$ cat src/rtl/spg_pkg.sv
// spg_pkg: shared types and constants for stream_pattern_gen.
// Holds the FSM state encoding, the data-pattern mode encoding and the
// Galois LFSR tap masks used when SPG_LFSR_EN is defined.
package spg_pkg;

  typedef enum logic [1:0] {
    ST_IDLE = 2'd0,
    ST_SEND = 2'd1,
    ST_GAP  = 2'd2
  } spg_state_e;

  typedef enum logic [1:0] {
    MODE_CNT   = 2'd0,
    MODE_LFSR  = 2'd1,
    MODE_CONST = 2'd2,
    MODE_SEQ   = 2'd3
  } spg_mode_e;

  // Right-shifting Galois mask for x^32 + x^22 + x^2 + x + 1.
  localparam logic [31:0] SPG_LFSR_TAPS_32 = 32'h8020_0003;

  // Maximal-length right-shift Galois masks for the supported data widths.
  function automatic logic [63:0] spg_lfsr_taps(input int unsigned width);
    case (width)
      16:      return 64'h0000_0000_0000_B400;  // x^16+x^14+x^13+x^11+1
      64:      return 64'hD800_0000_0000_0000;  // x^64+x^63+x^61+x^60+1
      default: return {32'h0, SPG_LFSR_TAPS_32};
    endcase
  endfunction

endpackage

$ cat src/rtl/stream_pattern_gen_if.sv
// stream_pattern_gen_if: AXI-Stream style valid/ready/data/last bundle.
// The master drives valid/data/last, the slave drives ready.
interface stream_pattern_gen_if #(
  parameter int DATA_W = 32
) ();

  logic              out_valid;
  logic              out_ready;
  logic [DATA_W-1:0] out_data;
  logic              out_last;

  modport master (
    output out_valid,
    output out_data,
    output out_last,
    input  out_ready
  );

  modport slave (
    input  out_valid,
    input  out_data,
    input  out_last,
    output out_ready
  );

endinterface

$ cat src/rtl/spg_pattern.sv
// spg_pattern: pattern register and next-word logic for stream_pattern_gen.
// The register always holds the word currently presented on the stream;
// load_i initialises it for a new run, adv_i steps it after a handshake.
// LFSR mode exists only when SPG_LFSR_EN is defined; otherwise mode 1
// counts exactly like counter mode.
module spg_pattern
  import spg_pkg::*;
#(
  parameter int DATA_W = 32
) (
  input  logic              clk,
  input  logic              glbl_rstn,
  input  logic              load_i,
  input  logic              adv_i,
  input  logic              last_i,
  input  spg_mode_e         mode_i,
  input  logic [DATA_W-1:0] seed_i,
  output logic [DATA_W-1:0] word_o
);

  localparam int HALF = DATA_W / 2;

`ifdef SPG_LFSR_EN
  localparam logic [DATA_W-1:0] TAPS = DATA_W'(spg_lfsr_taps(DATA_W));
`endif

  spg_mode_e         mode_q, mode_d;
  logic [DATA_W-1:0] pat_q, pat_d;

  // Next pattern word: initial value on load, mode-specific step on advance.
  always_comb begin
    // NOTE: every combinational output gets a default first so no path can
    // leave it unassigned and infer a latch.
    mode_d = mode_q;
    pat_d  = pat_q;
    if (load_i) begin
      mode_d = mode_i;
      case (mode_i)
        MODE_CNT:   pat_d = seed_i;
`ifdef SPG_LFSR_EN
        MODE_LFSR:  pat_d = (seed_i == '0) ? DATA_W'(1) : seed_i;
`else
        MODE_LFSR:  pat_d = seed_i;
`endif
        MODE_CONST: pat_d = seed_i;
        MODE_SEQ:   pat_d = '0;
      endcase
    end else if (adv_i) begin
      case (mode_q)
        MODE_CNT:   pat_d = pat_q + DATA_W'(1);
`ifdef SPG_LFSR_EN
        MODE_LFSR:  pat_d = (pat_q >> 1) ^ (pat_q[0] ? TAPS : '0);
`else
        MODE_LFSR:  pat_d = pat_q + DATA_W'(1);
`endif
        MODE_CONST: pat_d = pat_q;
        MODE_SEQ: begin
          // Upper half counts packets, lower half counts beats in the packet.
          if (last_i) pat_d = {pat_q[DATA_W-1:HALF] + HALF'(1), HALF'(0)};
          else        pat_d = {pat_q[DATA_W-1:HALF], pat_q[HALF-1:0] + HALF'(1)};
        end
      endcase
    end
  end

  // Pattern state register with synchronous reset.
  always_ff @(posedge clk) begin
    if (!glbl_rstn) begin
      mode_q <= MODE_CNT;
      pat_q  <= '0;
    end else begin
      mode_q <= mode_d;
      pat_q  <= pat_d;
    end
  end

  assign word_o = pat_q;

endmodule

$ cat src/rtl/stream_pattern_gen.sv
// stream_pattern_gen: AXI-Stream test-pattern source.
// Sends pkt_count packets (0 = unlimited) of pkt_len beats separated by
// gap_len idle cycles. All stream outputs are registered and only move on
// a handshake, so backpressure never drops or alters a beat.
// Optional feature: define SPG_LFSR_EN to compile in the LFSR pattern.
module stream_pattern_gen
  import spg_pkg::*;
#(
  parameter int DATA_W = 32,
  parameter int LEN_W  = 16,
  parameter int GAP_W  = 32,
  parameter int CNT_W  = 16
) (
  input  logic                clk,
  input  logic                glbl_rstn,
  input  logic                start,
  input  logic                stop,
  input  logic [1:0]          mode,
  input  logic [LEN_W-1:0]    pkt_len,
  input  logic [GAP_W-1:0]    gap_len,
  input  logic [CNT_W-1:0]    pkt_count,
  input  logic [DATA_W-1:0]   seed,
  output logic                busy,
  output logic                done,
  output logic [CNT_W-1:0]    pkts_sent,
  stream_pattern_gen_if.master axis
);

  spg_state_e        state_q;
  logic              valid_q, last_q, busy_q, done_q, stop_pend_q;
  logic [LEN_W-1:0]  beat_q, len_q;
  logic [GAP_W-1:0]  gap_q, gap_len_q;
  logic [CNT_W-1:0]  pkts_q, cnt_q;
  logic [DATA_W-1:0] word;

  logic             hs;
  logic             run_end;
  logic             load;
  logic [LEN_W-1:0] len_eff;

  assign len_eff = (pkt_len == '0) ? LEN_W'(1) : pkt_len;
  assign hs      = valid_q & axis.out_ready;
  assign load    = (state_q == ST_IDLE) & start;
  // A stop arriving on the boundary cycle itself also ends the run there.
  assign run_end = ((cnt_q != '0) && (pkts_q + CNT_W'(1) == cnt_q))
                 || stop_pend_q || stop;

  spg_pattern #(.DATA_W(DATA_W)) u_pattern (
    .clk       (clk),
    .glbl_rstn (glbl_rstn),
    .load_i    (load),
    .adv_i     (hs),
    .last_i    (last_q),
    .mode_i    (spg_mode_e'(mode)),
    .seed_i    (seed),
    .word_o    (word)
  );

  // Run-control FSM with registered stream, status and counter outputs.
  always_ff @(posedge clk) begin
    if (!glbl_rstn) begin
      state_q     <= ST_IDLE;
      valid_q     <= 1'b0;
      last_q      <= 1'b0;
      busy_q      <= 1'b0;
      done_q      <= 1'b0;
      stop_pend_q <= 1'b0;
      beat_q      <= '0;
      len_q       <= LEN_W'(1);
      gap_q       <= '0;
      gap_len_q   <= '0;
      pkts_q      <= '0;
      cnt_q       <= '0;
    end else begin
      // NOTE: non-blocking assignments throughout, so every branch reads
      // the pre-edge value and a later assignment in the block wins.
      done_q <= 1'b0;
      case (state_q)
        ST_IDLE: begin
          if (start) begin
            state_q     <= ST_SEND;
            valid_q     <= 1'b1;
            busy_q      <= 1'b1;
            len_q       <= len_eff;
            gap_len_q   <= gap_len;
            cnt_q       <= pkt_count;
            pkts_q      <= '0;
            beat_q      <= '0;
            last_q      <= (len_eff == LEN_W'(1));
            stop_pend_q <= 1'b0;
          end
        end

        ST_SEND: begin
          if (stop) stop_pend_q <= 1'b1;
          if (hs) begin
            if (last_q) begin
              pkts_q <= pkts_q + CNT_W'(1);
              beat_q <= '0;
              last_q <= (len_q == LEN_W'(1));
              if (run_end) begin
                state_q     <= ST_IDLE;
                valid_q     <= 1'b0;
                last_q      <= 1'b0;
                busy_q      <= 1'b0;
                done_q      <= 1'b1;
                stop_pend_q <= 1'b0;
              end else if (gap_len_q != '0) begin
                state_q <= ST_GAP;
                valid_q <= 1'b0;
                gap_q   <= gap_len_q;
              end
            end else begin
              beat_q <= beat_q + LEN_W'(1);
              last_q <= (beat_q + LEN_W'(1) == len_q - LEN_W'(1));
            end
          end
        end

        ST_GAP: begin
          if (stop) stop_pend_q <= 1'b1;
          if (gap_q == GAP_W'(1)) begin
            if (stop_pend_q || stop) begin
              state_q     <= ST_IDLE;
              last_q      <= 1'b0;
              busy_q      <= 1'b0;
              done_q      <= 1'b1;
              stop_pend_q <= 1'b0;
            end else begin
              state_q <= ST_SEND;
              valid_q <= 1'b1;
            end
          end else begin
            gap_q <= gap_q - GAP_W'(1);
          end
        end

        default: state_q <= ST_IDLE;
      endcase
    end
  end

  assign axis.out_valid = valid_q;
  assign axis.out_data  = word;
  assign axis.out_last  = last_q;
  assign busy           = busy_q;
  assign done           = done_q;
  assign pkts_sent      = pkts_q;

endmodule

$ cat src/flat_wrapper.sv
// flat-port wrapper written by rule: the top's interface ports become plain ports
module stream_pattern_gen_flat import spg_pkg::*;
#(
  parameter int DATA_W = 32,
  parameter int LEN_W  = 16,
  parameter int GAP_W  = 32,
  parameter int CNT_W  = 16
)
  (clk, glbl_rstn, start, stop, mode, pkt_len, gap_len, pkt_count, seed, busy, done, pkts_sent, axis_out_valid, axis_out_data, axis_out_last, axis_out_ready);
  stream_pattern_gen_if #(.DATA_W(DATA_W)) axis_i ();
  input  logic clk;
  input  logic glbl_rstn;
  input  logic start;
  input  logic stop;
  input  logic [1:0] mode;
  input  logic [LEN_W-1:0] pkt_len;
  input  logic [GAP_W-1:0] gap_len;
  input  logic [CNT_W-1:0] pkt_count;
  input  logic [DATA_W-1:0] seed;
  output logic busy;
  output logic done;
  output logic [CNT_W-1:0] pkts_sent;
  output wire logic [$bits(axis_i.out_valid)-1:0] axis_out_valid;
  output wire logic [$bits(axis_i.out_data)-1:0] axis_out_data;
  output wire logic [$bits(axis_i.out_last)-1:0] axis_out_last;
  input wire logic [$bits(axis_i.out_ready)-1:0] axis_out_ready;
  assign axis_out_valid = axis_i.out_valid;
  assign axis_out_data = axis_i.out_data;
  assign axis_out_last = axis_i.out_last;
  assign axis_i.out_ready = axis_out_ready;
  stream_pattern_gen #(.DATA_W(DATA_W), .LEN_W(LEN_W), .GAP_W(GAP_W), .CNT_W(CNT_W)) u_core (.clk(clk), .glbl_rstn(glbl_rstn), .start(start), .stop(stop), .mode(mode), .pkt_len(pkt_len), .gap_len(gap_len), .pkt_count(pkt_count), .seed(seed), .busy(busy), .done(done), .pkts_sent(pkts_sent), .axis(axis_i));
endmodule
$ cat config.mk
export PLATFORM = sky130hd
export DESIGN_NAME = stream_pattern_gen_flat
export DESIGN_NICKNAME = d
export VERILOG_FILES = /design/src/rtl/spg_pkg.sv /design/src/rtl/stream_pattern_gen_if.sv /design/src/rtl/spg_pattern.sv /design/src/rtl/stream_pattern_gen.sv /design/src/flat_wrapper.sv
export SDC_FILE = /design/constraint.sdc
export NUM_CORES = 1
export LEC_CHECK = 0
export CAP_MARGIN = 20
export CORE_MARGIN = 2
export CORE_UTILIZATION = 60
export DETAILED_ROUTE_END_ITERATION = 8
export GPL_TIMING_DRIVEN = 1
export HOLD_SLACK_MARGIN = 0.05
export PLACE_DENSITY = 0.95
export SYNTH_ARGS = -nofsm -noshare
export SYNTH_HDL_FRONTEND = slang
export SYNTH_SLANG_ARGS = --single-unit
$ cat constraint.sdc
create_clock -name clk -period 5.73 [get_ports clk]
set_input_delay 1.146 -clock clk [delete_from_list [all_inputs] [get_ports clk]]
set_output_delay 1.146 -clock clk [all_outputs]
set_load 0.02 [all_outputs]
==> results of run 1 <==
per-layer routing:
metal  up-vias  track usage, %  wire (um)
met4         0            18.6       1540
met1      5428            43.1      12600
met5         -               0          0
met2       794            58.1      15600
met3       151            7.64       3260
li1       5393               -          -
layout by cell type, fill, tap and decap left out, types with 6 or more instances in the layout:
cell	count
sky130_fd_sc_hd__o32ai_2	18
sky130_fd_sc_hd__xor2_1	24
sky130_fd_sc_hd__nand2b_1	6
sky130_fd_sc_hd__and3_1	16
sky130_fd_sc_hd__a31oi_1	8
sky130_fd_sc_hd__a211oi_1	7
sky130_fd_sc_hd__buf_4	12
sky130_fd_sc_hd__a311oi_1	7
sky130_fd_sc_hd__nor3b_1	6
sky130_fd_sc_hd__a22o_1	7
sky130_fd_sc_hd__nor2b_1	13
sky130_fd_sc_hd__ha_1	11
sky130_fd_sc_hd__inv_1	19
sky130_fd_sc_hd__or3_1	10
sky130_fd_sc_hd__o2111ai_1	11
sky130_fd_sc_hd__nor3_1	60
sky130_fd_sc_hd__dfxtp_1	169
sky130_fd_sc_hd__nand3_1	47
sky130_fd_sc_hd__a221oi_1	12
sky130_fd_sc_hd__o31ai_1	8
sky130_fd_sc_hd__or4_1	6
sky130_fd_sc_hd__nor2_1	117
sky130_fd_sc_hd__clkbuf_16	17
sky130_fd_sc_hd__o211ai_1	6
sky130_fd_sc_hd__and4_1	7
sky130_fd_sc_hd__nand2_1	259
sky130_fd_sc_hd__clkdlybuf4s50_1	153
sky130_fd_sc_hd__xnor2_1	41
sky130_fd_sc_hd__and2_1	7
sky130_fd_sc_hd__a22oi_1	15
sky130_fd_sc_hd__nand4_1	45
sky130_fd_sc_hd__nand3b_1	6
sky130_fd_sc_hd__o21ai_0	87
sky130_fd_sc_hd__nor4_1	48
sky130_fd_sc_hd__a21oi_1	128
final cells by class:
class,instances,area (um2)
fillers,1252,4670
flip-flops and latches,169,3380
clock inverters,8,73.8
multi-input cells,1138,6660
clock buffers,21,460
well taps,225,282
repair buffers,166,1630
inverters,20,76.3
diodes,1,2.50
sequential cells by signal (all words and copies together), names as in the netlist:
register and flops:
u_core.stop_pend_q 1, u_core.u_pattern.word_o 32, u_core.busy 1, u_core.axis.out_valid 1
u_core.gap_q 32, u_core.state_q 2, u_core.len_q 16, u_core.pkts_sent 16
u_core.beat_q 16, u_core.gap_len_q 32, u_core.u_pattern.mode_q 2, u_core.cnt_q 16
u_core.axis.out_last 1, u_core.done 1
logic make-up (layout without fill, tap and decap cells):
family,after synthesis,after routing,synth area share [%]
DFF,169,169,32.2
adders and majority gates,12,12,1.43
AOI/OAI and AO/OA,373,373,23.9
other,0,1,0
and+or+nand+nor,676,676,30.9
buffers and inverters,120,215,4.64
xor gates and xnor gates,67,67,5.85
muxes,10,10,1.05
synth_stat cells, types with 5 or more instances:
library cell | n | share of area [%]
sky130_fd_sc_hd__a22o_1 | 7 | 0.58
sky130_fd_sc_hd__nor3_1 | 60 | 2.9
sky130_fd_sc_hd__or4_1 | 6 | 0.43
sky130_fd_sc_hd__a31oi_1 | 8 | 0.48
sky130_fd_sc_hd__a211oi_1 | 7 | 0.50
sky130_fd_sc_hd__inv_1 | 20 | 0.71
sky130_fd_sc_hd__o211ai_1 | 6 | 0.43
sky130_fd_sc_hd__nand2b_1 | 6 | 0.36
sky130_fd_sc_hd__or3_1 | 10 | 0.59
sky130_fd_sc_hd__a311oi_1 | 7 | 0.58
sky130_fd_sc_hd__a21o_1 | 5 | 0.36
sky130_fd_sc_hd__and4_1 | 7 | 0.58
sky130_fd_sc_hd__nand4_1 | 45 | 2.7
sky130_fd_sc_hd__and2_1 | 7 | 0.42
sky130_fd_sc_hd__mux2i_1 | 5 | 0.48
sky130_fd_sc_hd__a221oi_1 | 12 | 1.0
sky130_fd_sc_hd__o32ai_2 | 18 | 2.8
sky130_fd_sc_hd__a21oi_1 | 129 | 6.1
sky130_fd_sc_hd__buf_4 | 5 | 0.36
sky130_fd_sc_hd__clkbuf_1 | 86 | 3.1
sky130_fd_sc_hd__nor2b_1 | 13 | 0.77
sky130_fd_sc_hd__nand3_1 | 47 | 2.2
sky130_fd_sc_hd__o31ai_1 | 8 | 0.57
sky130_fd_sc_hd__nor2_1 | 117 | 4.2
sky130_fd_sc_hd__nor4_1 | 48 | 2.9
sky130_fd_sc_hd__nor3b_1 | 6 | 0.43
sky130_fd_sc_hd__o2111ai_1 | 11 | 0.92
sky130_fd_sc_hd__nand3b_1 | 6 | 0.43
sky130_fd_sc_hd__nand2_1 | 260 | 9.3
sky130_fd_sc_hd__ha_1 | 12 | 1.4
sky130_fd_sc_hd__a22oi_1 | 15 | 1.1
sky130_fd_sc_hd__dfxtp_1 | 169 | 32
sky130_fd_sc_hd__o2bb2ai_1 | 5 | 0.42
sky130_fd_sc_hd__o41ai_1 | 5 | 0.42
sky130_fd_sc_hd__o21ai_0 | 88 | 4.2
sky130_fd_sc_hd__xor2_1 | 24 | 2.0
sky130_fd_sc_hd__xnor2_1 | 41 | 3.4
sky130_fd_sc_hd__and3_1 | 16 | 0.95
worst min-delay path, delay by kind of cell (launching register included):
family	cells	cell delay, ns
AND/OR/NAND/NOR	1	0.06
AO/OA/AOI/OAI	1	0.05
flip-flops	1	0.32
final timing paths:
path	end	depth (start not counted)
min	u_core.u_pattern.mode_q[1]	2
max	u_core.gap_q[26]	9
max reg2reg	u_core.gap_q[26]	9
min reg2reg	u_core.u_pattern.mode_q[1]	2
power by group through the flow:
stage          registers, W  logic [W]  clock network (W)
2_1_floorplan       0.00153    0.00105                  0
3_3_place_gp        0.00152    0.00152                  0
3_5_place_dp        0.00152    0.00156                  0
4_1_cts             0.00150    0.00158            0.00109
5_1_grt             0.00153    0.00177            0.00113
6_report            0.00151    0.00163            0.00109
stage by stage:
| stage | power [W] | util (%) | instances | instance area, um2 |
|---|---|---|---|---|
| final | 0.00423 | 72.9 | 1748 | 12600 |
| after global routing | 0.00442 | 72.9 | 1748 | 12600 |
| after CTS | 0.00417 | 72.9 | 1747 | 12600 |
| after detailed placement | 0.00309 | 69.8 | 1718 | 12000 |
| after global placement | 0.00304 | 69.8 | 1718 | 12000 |
| after floorplan | 0.00258 | - | 1427 | 10500 |
==> impl_metrics.ini, run 1 <==
[clocking]
clock_latency_on_the_worst_skew_pair_ns = 0.44
cts_sinks = 169
post_cts_buffers = 0
clk_path_buf_depth = 2
tritoncts = yes
cts_root_buf = sky130_fd_sc_hd__clkbuf_16
ctsResizeCount = 0
htree_num_levels = 4
cts_hold_buf = 0
path_clk_slew_ns = 0.06
cts_buffer_count = 17

[logic_synthesis]
async_flop_share_pct = 0
synth_area_per_cell_um2 = 7.37
synth_top_flop_cell = sky130_fd_sc_hd__dfxtp_1
netlist_instances = 1427
synth_cell_types = 75
postSynthNetCount = 1542
synthesis.area_mm2 = 0.0105
synth_enable_flop_cells = 0
synth-seq-area-share_pct = 32.2
yosys_warnings = 0
synth.ff_latch_count = 169

[power_and_ir_drop]
power_frac_comb_pct = 38.4
ratio_of_total_power_to_cell_area_mw_per_mm2 = 337
pwr-share-seq_pct = 35.7
net-switching-power_w = 0.00170
ir_drop_mv = 0.264
swShare_pct = 40.2
power.leakage_nw = 4.33
clockPowerShare_pct = 25.8
p_int_w = 0.00253

[drt]
detailedRoute.firstPassIterationCount = 7
num_vias = 11766
detailedRoute.firstIterationViolations = 1434
drt.antenna.violating_nets = 0
drcViolationCount = 0
detail_route.vias_per_cell = 6.73
wl_per_cell_um = 18.9
route.final.wire_length_um = 33000

[setup_path]
worst-r2r-setup-slack_ns = 1.63
cp_launch_type = flop
setup.worst_path.start = u_core.pkts_sent[0]
worst_ep_arrival_time_ns = 4.39
timing.critical_path.buf_inv = 1
critical_path.max_stage_delay_ns = 0.67
crit_family = simple AND/OR/NAND/NOR gates
critical_path.cell_chain = ha_1 -> and3_1 -> nand2_1 -> or4b_2 -> a2bb2oi_1 -> and4_1 -> buf_4 -> o31a_4 -> o21ai_0
critPathRequiredTime_ns = 6.03
regToRegStartpoint = u_core.pkts_sent[0]
largest_fanout_on_the_critical_path = 32
timing.setup.critical_path_class = reg2reg
worst_path_max_delay_cell = sky130_fd_sc_hd__or4b_2
cp-end-kind = flop

[place]
post-place-ws_ns = 1.78
gpl_wtd_cong = 0.974
portBuffers = 154
dp_hpwl_um = 22100

[grt]
grt_first_pass_wirelength_um = 52900
global_route_congestion_overflow_total = 0
grt_max_degree = 86
grt_pass1_vias = 10890
antenna_found_initial = 1
grtUsageTotal_pct = 35.2

[cells_and_area]
layout-drive-gt1-share_pct = 5.58
synthToLayoutAreaGrowth_pct = 19.4
net_count_of_the_finished_layout = 1627

[die]
chipWidth_um = 136
io-pin-count = 155
floorplan.die.height_um = 136
die_area_mm2 = 0.0186
placementRows = 48
initial_utilization_pct = 61.0
core-area_mm2 = 0.0172

[timing]
setup_viol = 0
hold_violations = 0
timing.final.ws_setup_ns = 1.63
timing.fmax_ghz = 0.244
fin_crit_ns = 4.10
hold_slack_ns = 0.478
timing_max_transition_violations_final = 0
min_period_over_period_pct = 71.5
timing_worst_slew_pin_value_ns = 0.974
timing.slew.headroom_pct = 34.4
fin_tns_setup_ns = 0
setup_repair_after_global_routing_missed_its_margin = no
final.setup_skew_ns = 0.00928

[run]
max_cap_viol_count = 0

[hold_path]
min-delay-path-class = reg2reg
hp-start = u_core.u_pattern.mode_q[1]

[run_status]
status = finished clean
(Power assumes the default switching activity.)
==> run 2, diff against run 1 <==
CORE_UTILIZATION = 50   (was 60)
PLACE_DENSITY = 0.87   (was 0.95)
clock period = 3.5 ns   (was 5.73 ns; I/O delays follow)
==> run 2 against run 1 <==
  * Core utilization decreased by 11 points
  * Cell area increased by 2.7%
  * Flip-flop and latch count unchanged
  * First-iteration DRC count decreased by 9.1%
  * Global-route usage decreased by 6.2 points
  * Sequential share of layout area decreased by 0.70 points
  * Count of clock-buffer cells in the layout decreased by 3
  * Fmax increased by 21%
  * Critical path type unchanged
==> impl_metrics.ini, run 2 (synthesis gave the netlist of run 1 again) <==
[drt]
detail_route.vias_per_cell = 6.36
wl_per_cell_um = 17.9
drcViolationCount = 0
detailedRoute.firstPassIterationCount = 6
route.final.wire_length_um = 32700
detailedRoute.firstIterationViolations = 1304
drt.antenna.violating_nets = 0
num_vias = 11625

[power_and_ir_drop]
ir_drop_mv = 0.359
ratio_of_total_power_to_cell_area_mw_per_mm2 = 553
power.leakage_nw = 4.49

[run_status]
status = finished clean

[clocking]
ctsResizeCount = 0
cts_root_buf = sky130_fd_sc_hd__clkbuf_16
clock_latency_on_the_worst_skew_pair_ns = 0.44
post_cts_buffers = 0
cts_hold_buf = 0
cts_sinks = 169
cts_buffer_count = 17
path_clk_slew_ns = 0.07
clk_path_buf_depth = 2
htree_num_levels = 4
tritoncts = yes

[setup_path]
critical_path.cell_chain = or4_4 -> or4_4 -> or4_4 -> mux2_4 -> nand2_4 -> o31a_4 -> o221a_2
worst_path_max_delay_cell = sky130_fd_sc_hd__or4_4
timing.setup.critical_path_class = reg2reg
cp-end-kind = flop
worst_ep_arrival_time_ns = 3.77
timing.critical_path.buf_inv = 0
cp_launch_type = flop
largest_fanout_on_the_critical_path = 32
critical_path.max_stage_delay_ns = 0.60
setup.worst_path.start = u_core.gap_q[24]
crit_family = simple AND/OR/NAND/NOR gates
critPathRequiredTime_ns = 3.88
cp_common_cell = sky130_fd_sc_hd__or4_4
regToRegStartpoint = u_core.gap_q[24]

[timing]
fin_crit_ns = 3.39
min_period_over_period_pct = 96.8
final.setup_skew_ns = 0.00980
timing.slew.headroom_pct = 30.3
setup_viol = 0
timing.fmax_ghz = 0.295
timing_worst_slew_pin_value_ns = 1.05
timing_max_transition_violations_final = 0
fin_tns_setup_ns = 0
setup_repair_after_global_routing_missed_its_margin = no
hold_violations = 0

[place]
gpl_wtd_cong = 0.956
detailed_place.area_mm2 = 0.0123
dp_hpwl_um = 22900
portBuffers = 154
place_inst = 1794

[grt]
antenna_found_initial = 2
grt_pass1_vias = 10732
grtUsageTotal_pct = 29.0
grt_first_pass_wirelength_um = 52700
global_route_congestion_overflow_total = 0
grt_max_degree = 86

[cells_and_area]
fin_cells = 1827
layout.cells.most_common_list = 259 x sky130_fd_sc_hd__nand2_1, 169 x sky130_fd_sc_hd__dfxtp_1, 153 x sky130_fd_sc_hd__clkdlybuf4s50_1
fillers = 1838
layout-drive-gt1-share_pct = 7.48
net_count_of_the_finished_layout = 1653
layout.cells.most_common = sky130_fd_sc_hd__nand2_1
synthToLayoutAreaGrowth_pct = 22.6
stdcell_area_mm2 = 0.0129

[run]
max_cap_viol_count = 0

[hold_path]
min-delay-path-class = reg2reg
hp-start = u_core.u_pattern.mode_q[0]

[die]
die_area_mm2 = 0.0222
io-pin-count = 155
placementRows = 53
chipWidth_um = 149
floorplan.die.height_um = 149
initial_utilization_pct = 50.5
core-area_mm2 = 0.0208
-- run 2: cell count changes in the layout (fill, tap and decap cells not counted), sizes merged --
cell / delta
inv: +4
buf: +26
clkbuf: -3
clkinvlp: +2
clkinv: -1
bufinv: +1
-- run 2: layer usage --
layer	routed length, um	vias up	track usage [%]
li1	-	5463	-
met1	13000	5462	35.6
met2	15800	598	49.0
met3	2810	100	5.54
met4	1140	2	13.6
met5	13	-	0
-- run 2: power by group --
part / internal (W) / leakage (nW) / switching (W)
sequential: 0.00215 / 1.38 / 0.000311
combinational: 0.00106 / 2.83 / 0.00168
clock: 0.00109 / 0.283 / 0.000847
-- run 2: worst paths after layout --
| path | endpoint | slack (ns) | cells after the start |
|---|---|---|---|
| setup / recovery | u_core.gap_q[14] | 0.11 | 7 |
| hold / removal | u_core.u_pattern.mode_q[0] | 0.47 | 2 |
| setup reg to reg | u_core.gap_q[14] | 0.11 | 7 |
| hold reg to reg | u_core.u_pattern.mode_q[0] | 0.47 | 2 |
-- run 2: final cells by class --
cell class | count | area, um2 | area share [%]
well taps | 275 | 344 | 2.67
flip-flops and latches | 169 | 3380 | 26.2
inverters | 20 | 76.3 | 0.592
repair buffers | 192 | 1830 | 14.2
diodes | 1 | 2.50 | 0.0194
clock buffers | 18 | 439 | 3.40
multi-input cells | 1138 | 6660 | 51.6
clock inverters | 14 | 161 | 1.25
-- run 2: per-stage QoR --
step	utilization [%]	total power [W]	setup WS, ns	hold WS (ns)
floorplan	-	0.00422	0.509	0.440
global placement	59.0	0.00511	0.219	0.453
detailed placement	59.0	0.00517	0.175	0.456
CTS	61.9	0.00710	0.153	0.469
global route	61.9	0.00749	0.0385	0.494
finish	61.9	0.00714	0.111	0.467
-- run 2: tightest hold or removal path, stage by stage, from the launching register on --
cell                      delay, ns
sky130_fd_sc_hd__dfxtp_1       0.32
sky130_fd_sc_hd__nand2_1       0.05
sky130_fd_sc_hd__a21oi_1       0.05
